`config.mk`:
```
export PLATFORM = sky130hd
export DESIGN_NAME = mem_tg_csr_regs
export DESIGN_NICKNAME = d
export VERILOG_FILES = /design/src/rtl/mem_tg_csr_regs.sv
export SDC_FILE = /design/constraint.sdc
export NUM_CORES = 1
export LEC_CHECK = 0
export CAP_MARGIN = 40
export CORE_UTILIZATION = 30
export CTS_CLUSTER_SIZE = 16
export DETAILED_ROUTE_END_ITERATION = 6
export SLEW_MARGIN = 20
export SYNTH_ARGS = -nofsm -noshare
export SYNTH_HDL_FRONTEND = slang
export SYNTH_SLANG_ARGS = --single-unit
```
`constraint.sdc`:
```
create_clock -name clk -period 2 [get_ports clk]
set_input_delay 0.2 -clock clk [delete_from_list [all_inputs] [get_ports clk]]
set_output_delay 0.2 -clock clk [all_outputs]
set_load 0.01 [all_outputs]
```
`src/rtl/mem_tg_csr_regs.sv`:
```
// Traffic-generator CSR block: DFH, scratch, control and status registers behind an AVMM slave.
// Optional access counter at 0x20 is built when MEM_TG_CSR_ACC_CNT_EN is defined.
module mem_tg_csr_regs #(
    parameter int          ADDR_W    = 18,
    parameter int          DATA_W    = 64,
    parameter logic [63:0] DFH_VALUE = 64'h0
) (
    input  logic                clk,
    input  logic                rst,
    input  logic [ADDR_W-1:0]   avmm_address,
    input  logic                avmm_read,
    input  logic                avmm_write,
    input  logic [DATA_W-1:0]   avmm_writedata,
    input  logic [DATA_W/8-1:0] avmm_byteenable,
    output logic                avmm_waitrequest,
    output logic [DATA_W-1:0]   avmm_readdata,
    output logic                avmm_readdatavalid,
    output logic                avmm_writeresponsevalid,
    input  logic                tg_busy,
    input  logic                tg_pass,
    input  logic                tg_fail,
    output logic                tg_start,
    output logic                tg_abort,
    output logic [15:0]         tg_loop_cnt
);

    localparam int         BE_W     = DATA_W / 8;
    localparam logic [4:0] IDX_DFH  = 5'd0;
    localparam logic [4:0] IDX_SCR  = 5'd1;
    localparam logic [4:0] IDX_CTRL = 5'd2;
    localparam logic [4:0] IDX_STAT = 5'd3;
    localparam logic [4:0] IDX_ACC  = 5'd4;

    logic              wait_q;
    logic              acc_any, acc_wr, acc_rd, acc_both;
    logic              mapped;
    logic [4:0]        idx;
    logic              hit_scr, hit_ctrl, hit_stat, hit_acc;
    logic [DATA_W-1:0] be_mask;
    logic [DATA_W-1:0] scratch_q;
    logic [15:0]       loop_q;
    logic              proto_err_q;
    logic              start_q, abort_q, wresp_q;
    logic [DATA_W-1:0] rd_data;
    logic [DATA_W-1:0] status_word;
    logic              rd_v1, rd_v2;
    logic [DATA_W-1:0] rd_d1, rd_d2;
    logic              unused_addr_lsb;

    assign unused_addr_lsb = ^avmm_address[2:0];

    assign acc_any  = (avmm_read | avmm_write) & ~wait_q;
    assign acc_wr   = avmm_write & ~wait_q;
    assign acc_rd   = avmm_read & ~avmm_write & ~wait_q;
    assign acc_both = avmm_read & avmm_write & ~wait_q;

    assign mapped   = (avmm_address[ADDR_W-1:8] == '0);
    assign idx      = avmm_address[7:3];
    assign hit_scr  = mapped && (idx == IDX_SCR);
    assign hit_ctrl = mapped && (idx == IDX_CTRL);
    assign hit_stat = mapped && (idx == IDX_STAT);
    assign hit_acc  = mapped && (idx == IDX_ACC);

    always_comb begin
        be_mask = '0;
        for (int i = 0; i < BE_W; i++) begin
            be_mask[i*8 +: 8] = {8{avmm_byteenable[i]}};
        end
    end

    // Slave stalls through reset and for exactly one cycle after it drops.
    always_ff @(posedge clk) begin
        if (rst) wait_q <= 1'b1;
        else     wait_q <= 1'b0;
    end

    always_ff @(posedge clk) begin
        if (rst) begin
            scratch_q   <= '0;
            loop_q      <= '0;
            proto_err_q <= 1'b0;
            start_q     <= 1'b0;
            abort_q     <= 1'b0;
            wresp_q     <= 1'b0;
        end else begin
            wresp_q <= acc_wr;
            start_q <= acc_wr && hit_ctrl && avmm_byteenable[0] && avmm_writedata[0]
                       && !avmm_writedata[1] && !tg_busy;
            abort_q <= acc_wr && hit_ctrl && avmm_byteenable[0] && avmm_writedata[1];
            if (acc_wr && hit_scr)
                scratch_q <= (scratch_q & ~be_mask) | (avmm_writedata & be_mask);
            if (acc_wr && hit_ctrl) begin
                if (avmm_byteenable[2]) loop_q[7:0]  <= avmm_writedata[23:16];
                if (avmm_byteenable[3]) loop_q[15:8] <= avmm_writedata[31:24];
            end
            // A fresh protocol error outranks a simultaneous clear.
            if (acc_both)
                proto_err_q <= 1'b1;
            else if (acc_wr && hit_stat && avmm_byteenable[3] && avmm_writedata[31])
                proto_err_q <= 1'b0;
        end
    end

`ifdef MEM_TG_CSR_ACC_CNT_EN
    logic [63:0] acc_cnt_q;

    always_ff @(posedge clk) begin
        if (rst)
            acc_cnt_q <= '0;
        else if (acc_wr && hit_acc)
            acc_cnt_q <= '0;
        else if (acc_any && (acc_cnt_q != '1))
            acc_cnt_q <= acc_cnt_q + 64'd1;
    end
`else
    logic unused_acc;
    assign unused_acc = acc_any ^ hit_acc;
`endif

    assign status_word = {32'b0, proto_err_q, 28'b0, tg_fail, tg_pass, tg_busy};

    always_comb begin
        rd_data = '0;
        if (mapped) begin
            case (idx)
                IDX_DFH:  rd_data = DFH_VALUE;
                IDX_SCR:  rd_data = scratch_q;
                IDX_CTRL: rd_data = {32'b0, loop_q, 16'b0};
                IDX_STAT: rd_data = status_word;
`ifdef MEM_TG_CSR_ACC_CNT_EN
                IDX_ACC:  rd_data = acc_cnt_q;
`endif
                default:  rd_data = '0;
            endcase
        end
    end

    // Two-stage read pipeline gives fixed latency of two cycles.
    always_ff @(posedge clk) begin
        if (rst) begin
            rd_v1 <= 1'b0;
            rd_d1 <= '0;
            rd_v2 <= 1'b0;
            rd_d2 <= '0;
        end else begin
            rd_v1 <= acc_rd;
            rd_d1 <= acc_rd ? rd_data : '0;
            rd_v2 <= rd_v1;
            rd_d2 <= rd_v1 ? rd_d1 : '0;
        end
    end

    assign avmm_waitrequest        = wait_q;
    assign avmm_readdata           = rd_d2;
    assign avmm_readdatavalid      = rd_v2;
    assign avmm_writeresponsevalid = wresp_q;
    assign tg_start                = start_q;
    assign tg_abort                = abort_q;
    assign tg_loop_cnt             = loop_q;

endmodule

```
==> results.json <==
{
  "synth_top_flop_cell": "dfxtp_1",
  "die_area_um2": 24500,
  "post-synth-top-count-cell": "dfxtp_1",
  "outcome": "finished clean",
  "start_util_pct": 30.6,
  "rsz0062_at_grt": "no",
  "synth_edf_count": 0,
  "finalCriticalPeriod_ns": 1.71,
  "fp.coreArea_um2": 23400,
  "finalMaxSlewViolations": 0,
  "relSlewSlack_pct": 72.3,
  "overflow": 0,
  "hp-class": "in2reg",
  "cts.sinks": 215,
  "synth_fp_nets": 790,
  "grt_pass1_wl_um": 29800,
  "detail-route-antenna-nets": 0,
  "num_rows": 56,
  "synth_common_cells": "dfxtp_1, and2_1, a21oi_1, o21ai_0, nand4_1",
  "setup_violations": 0,
  "ys_seq_area_share_pct": 60.2,
  "cpPeakStageDelay_ns": 0.54,
  "port_buffers": 178,
  "cp_max_fo": 27,
  "startpoint": "rst",
  "worst_path_max_delay_cell": "dlygate4sd3_1",
  "wl_met2_um": 8840,
  "max_freq_ghz": 0.585,
  "via_per_inst": 4.51,
  "grt_pass1_vias": 5434,
  "routed-wl-met3_um": 1190,
  "fin_worst_skew_ns": 0.0135,
  "highest_layer": "met5",
  "grt_util_all_layers_pct": 15.6,
  "crit_chain": "dlygate4sd3_1 -> buf_4 -> nor4b_1 -> buf_4 -> and4_1 -> buf_4 -> and2_1",
  "powerDensity_nw_per_um2": 856,
  "drive_gt1_share_pct": 10.2,
  "fin_crit_sh_pct": 85.5,
  "drt_iter0_drc": 178,
  "yosys_warnings": 0,
  "stdcell_count": 1222,
  "vias": 5514,
  "pwr-share-seq_pct": 48.9,
  "cp-end-kind": "register",
  "ys_ff_latch": 215,
  "finalHoldViolCount": 0,
  "avgRoutedWirePerCell_um": 15.4,
  "root_buffer": "clkbuf_16",
  "postSynthAreaPerCell_um2": 10.3,
  "p_leak_nw": 3.71,
  "globalplace.congestion": 0.756,
  "path_class": "in2reg",
  "wl_um": 18900,
  "syn_area_um2": 7150,
  "synth_cell_types": 28,
  "p_comb_share_pct": 4.1,
  "holdCritStartpoint": "avmm_writedata[39]",
  "postCtsSetupBuffers": 0,
  "die_w_um": 156,
  "grt_max_degree": 38,
  "multi_input_area_um2": 2560,
  "dp_slack_ns": -0.186,
  "setup_slack_ns": 0.290,
  "place_hpwl_um": 12700,
  "ir_drop_v": 0.000414,
  "cp_data_arrival_time_ns": 2.17,
  "placed_cells": 1177,
  "placed_cell_area_um2": 9480,
  "final_area_um2": 10300,
  "cap_viol_max_count": 0,
  "post-route-drc-count": 0,
  "numCtsBuffers": 24,
  "chipHeight_um": 156,
  "areaGrowthSynthToFinish_pct": 43.4,
  "synth_top_cell_by_area": "dfxtp_1",
  "clk_latency_ns": 0.51,
  "drt-met1-wl_um": 8370,
  "internal_power_w": 0.00690,
  "cp-start-kind": "input port",
  "r2r-start": "avmm_waitrequest",
  "crit_path_frequent_cell": "buf_4",
  "synthArstFlopShare_pct": 0,
  "regArea_um2": 4300,
  "tritoncts": "done",
  "antenna_found_initial": 2,
  "clockPowerShare_pct": 47.0,
  "netlist_instances": 693,
  "cts_buffer_depth": 3,
  "switching_share_pct": 21.4,
  "yosysTopAreaCellShare_pct": 60.2,
  "crit_required_ns": 2.46,
  "fillCellCount": 2287,
  "drt-pass1-iter-count": 6,
  "power_switching_w": 0.00188,
  "io-pin-count": 182,
  "synth.area.top_cells": "dfxtp_1, and2_1, a21oi_1",
  "clkTransAtPathRegs_ns": 0.06,
  "final_nets": 982,
  "tightest_slew_ns": 0.416,
  "cts_max_level": 1
}
-- timing repair --
| item | in CTS | in global routing |
|---|---|---|
| hold buffers | 1 | 0 |
| resized for setup | 0 | 0 |
| hold endpoints to repair | 1 | 0 |
-- power groups by stage --
| stage | logic (W) | registers [W] | clock network [W] |
|---|---|---|---|
| after detailed placement | 0.000361 | 0.00438 | 0 |
| after global routing | 0.000384 | 0.00429 | 0.00445 |
| after CTS | 0.000365 | 0.00429 | 0.00426 |
| after floorplan | 0.0000874 | 0.00438 | 0 |
| final | 0.000362 | 0.00429 | 0.00413 |
| after global placement | 0.000362 | 0.00438 | 0 |
-- logic make-up after synthesis --
logic type,share of synthesized area (%)
AO/OA/AOI/OAI,10.9
buffers and inverters,4.18
AND/OR/NAND/NOR,21.9
multiplexers,2.80
flip-flops,60.2
-- worst max-delay path, delay by kind of cell --
kind	cells	cell delay (ns)
buffers and inverters	4	1.20
AND/OR/NAND/NOR	3	0.75
-- per-stage QoR --
step / power, W / utilization, % / setup TNS [ns] / hold slack, ns
6_report: 0.00878 / 43.8 / 0 / 0.257
5_1_grt: 0.00912 / 43.8 / 0 / 0.253
4_1_cts: 0.00891 / 43.8 / 0 / 0.235
3_5_place_dp: 0.00474 / 40.5 / -11.37 / 0.410
3_3_place_gp: 0.00474 / 40.5 / -9.30 / 0.408
2_1_floorplan: 0.00447 / - / 0 / 0.228
-- worst paths after layout --
| check | end | slack (ns) | cells after the start |
|---|---|---|---|
| setup / recovery | rd_d1[38] | 0.29 | 7 |
| hold / removal | register | 0.26 | 3 |
| hold reg to reg | avmm_readdata[37] | 0.42 | 1 |
| setup reg to reg | rd_d1[38] | 0.41 | 5 |
-- layout make-up --
type                            count  share of cell area (%)
Multi-Input combinational cell    421                    25.0
Antenna cell                        1                  0.0244
Clock inverter                     10                   0.696
Sequential cell                   215                    42.0
Timing Repair Buffer              223                    21.8
Tap cell                          319                    3.89
Clock buffer                       33                    6.68
-- layout by cell type, fill, tap and decap left out, drive strengths merged, types with 5 or more instances in the layout --
cell type        n
a22oi           15
o21ai           65
nor2            18
clkinv           9
and2           113
nand3           25
clkbuf          33
nor2b            5
buf             45
dfxtp          215
mux2i           20
nand2b          24
nand4           50
a21oi           65
clkdlybuf4s50  177
-- metal layers --
metal	GRT usage, %	up-vias
met1	20.1	2535
met2	25.4	157
met4	5.74	2
met3	3.43	35
met5	0	-
li1	-	2785
(Power assumes the default switching activity.)
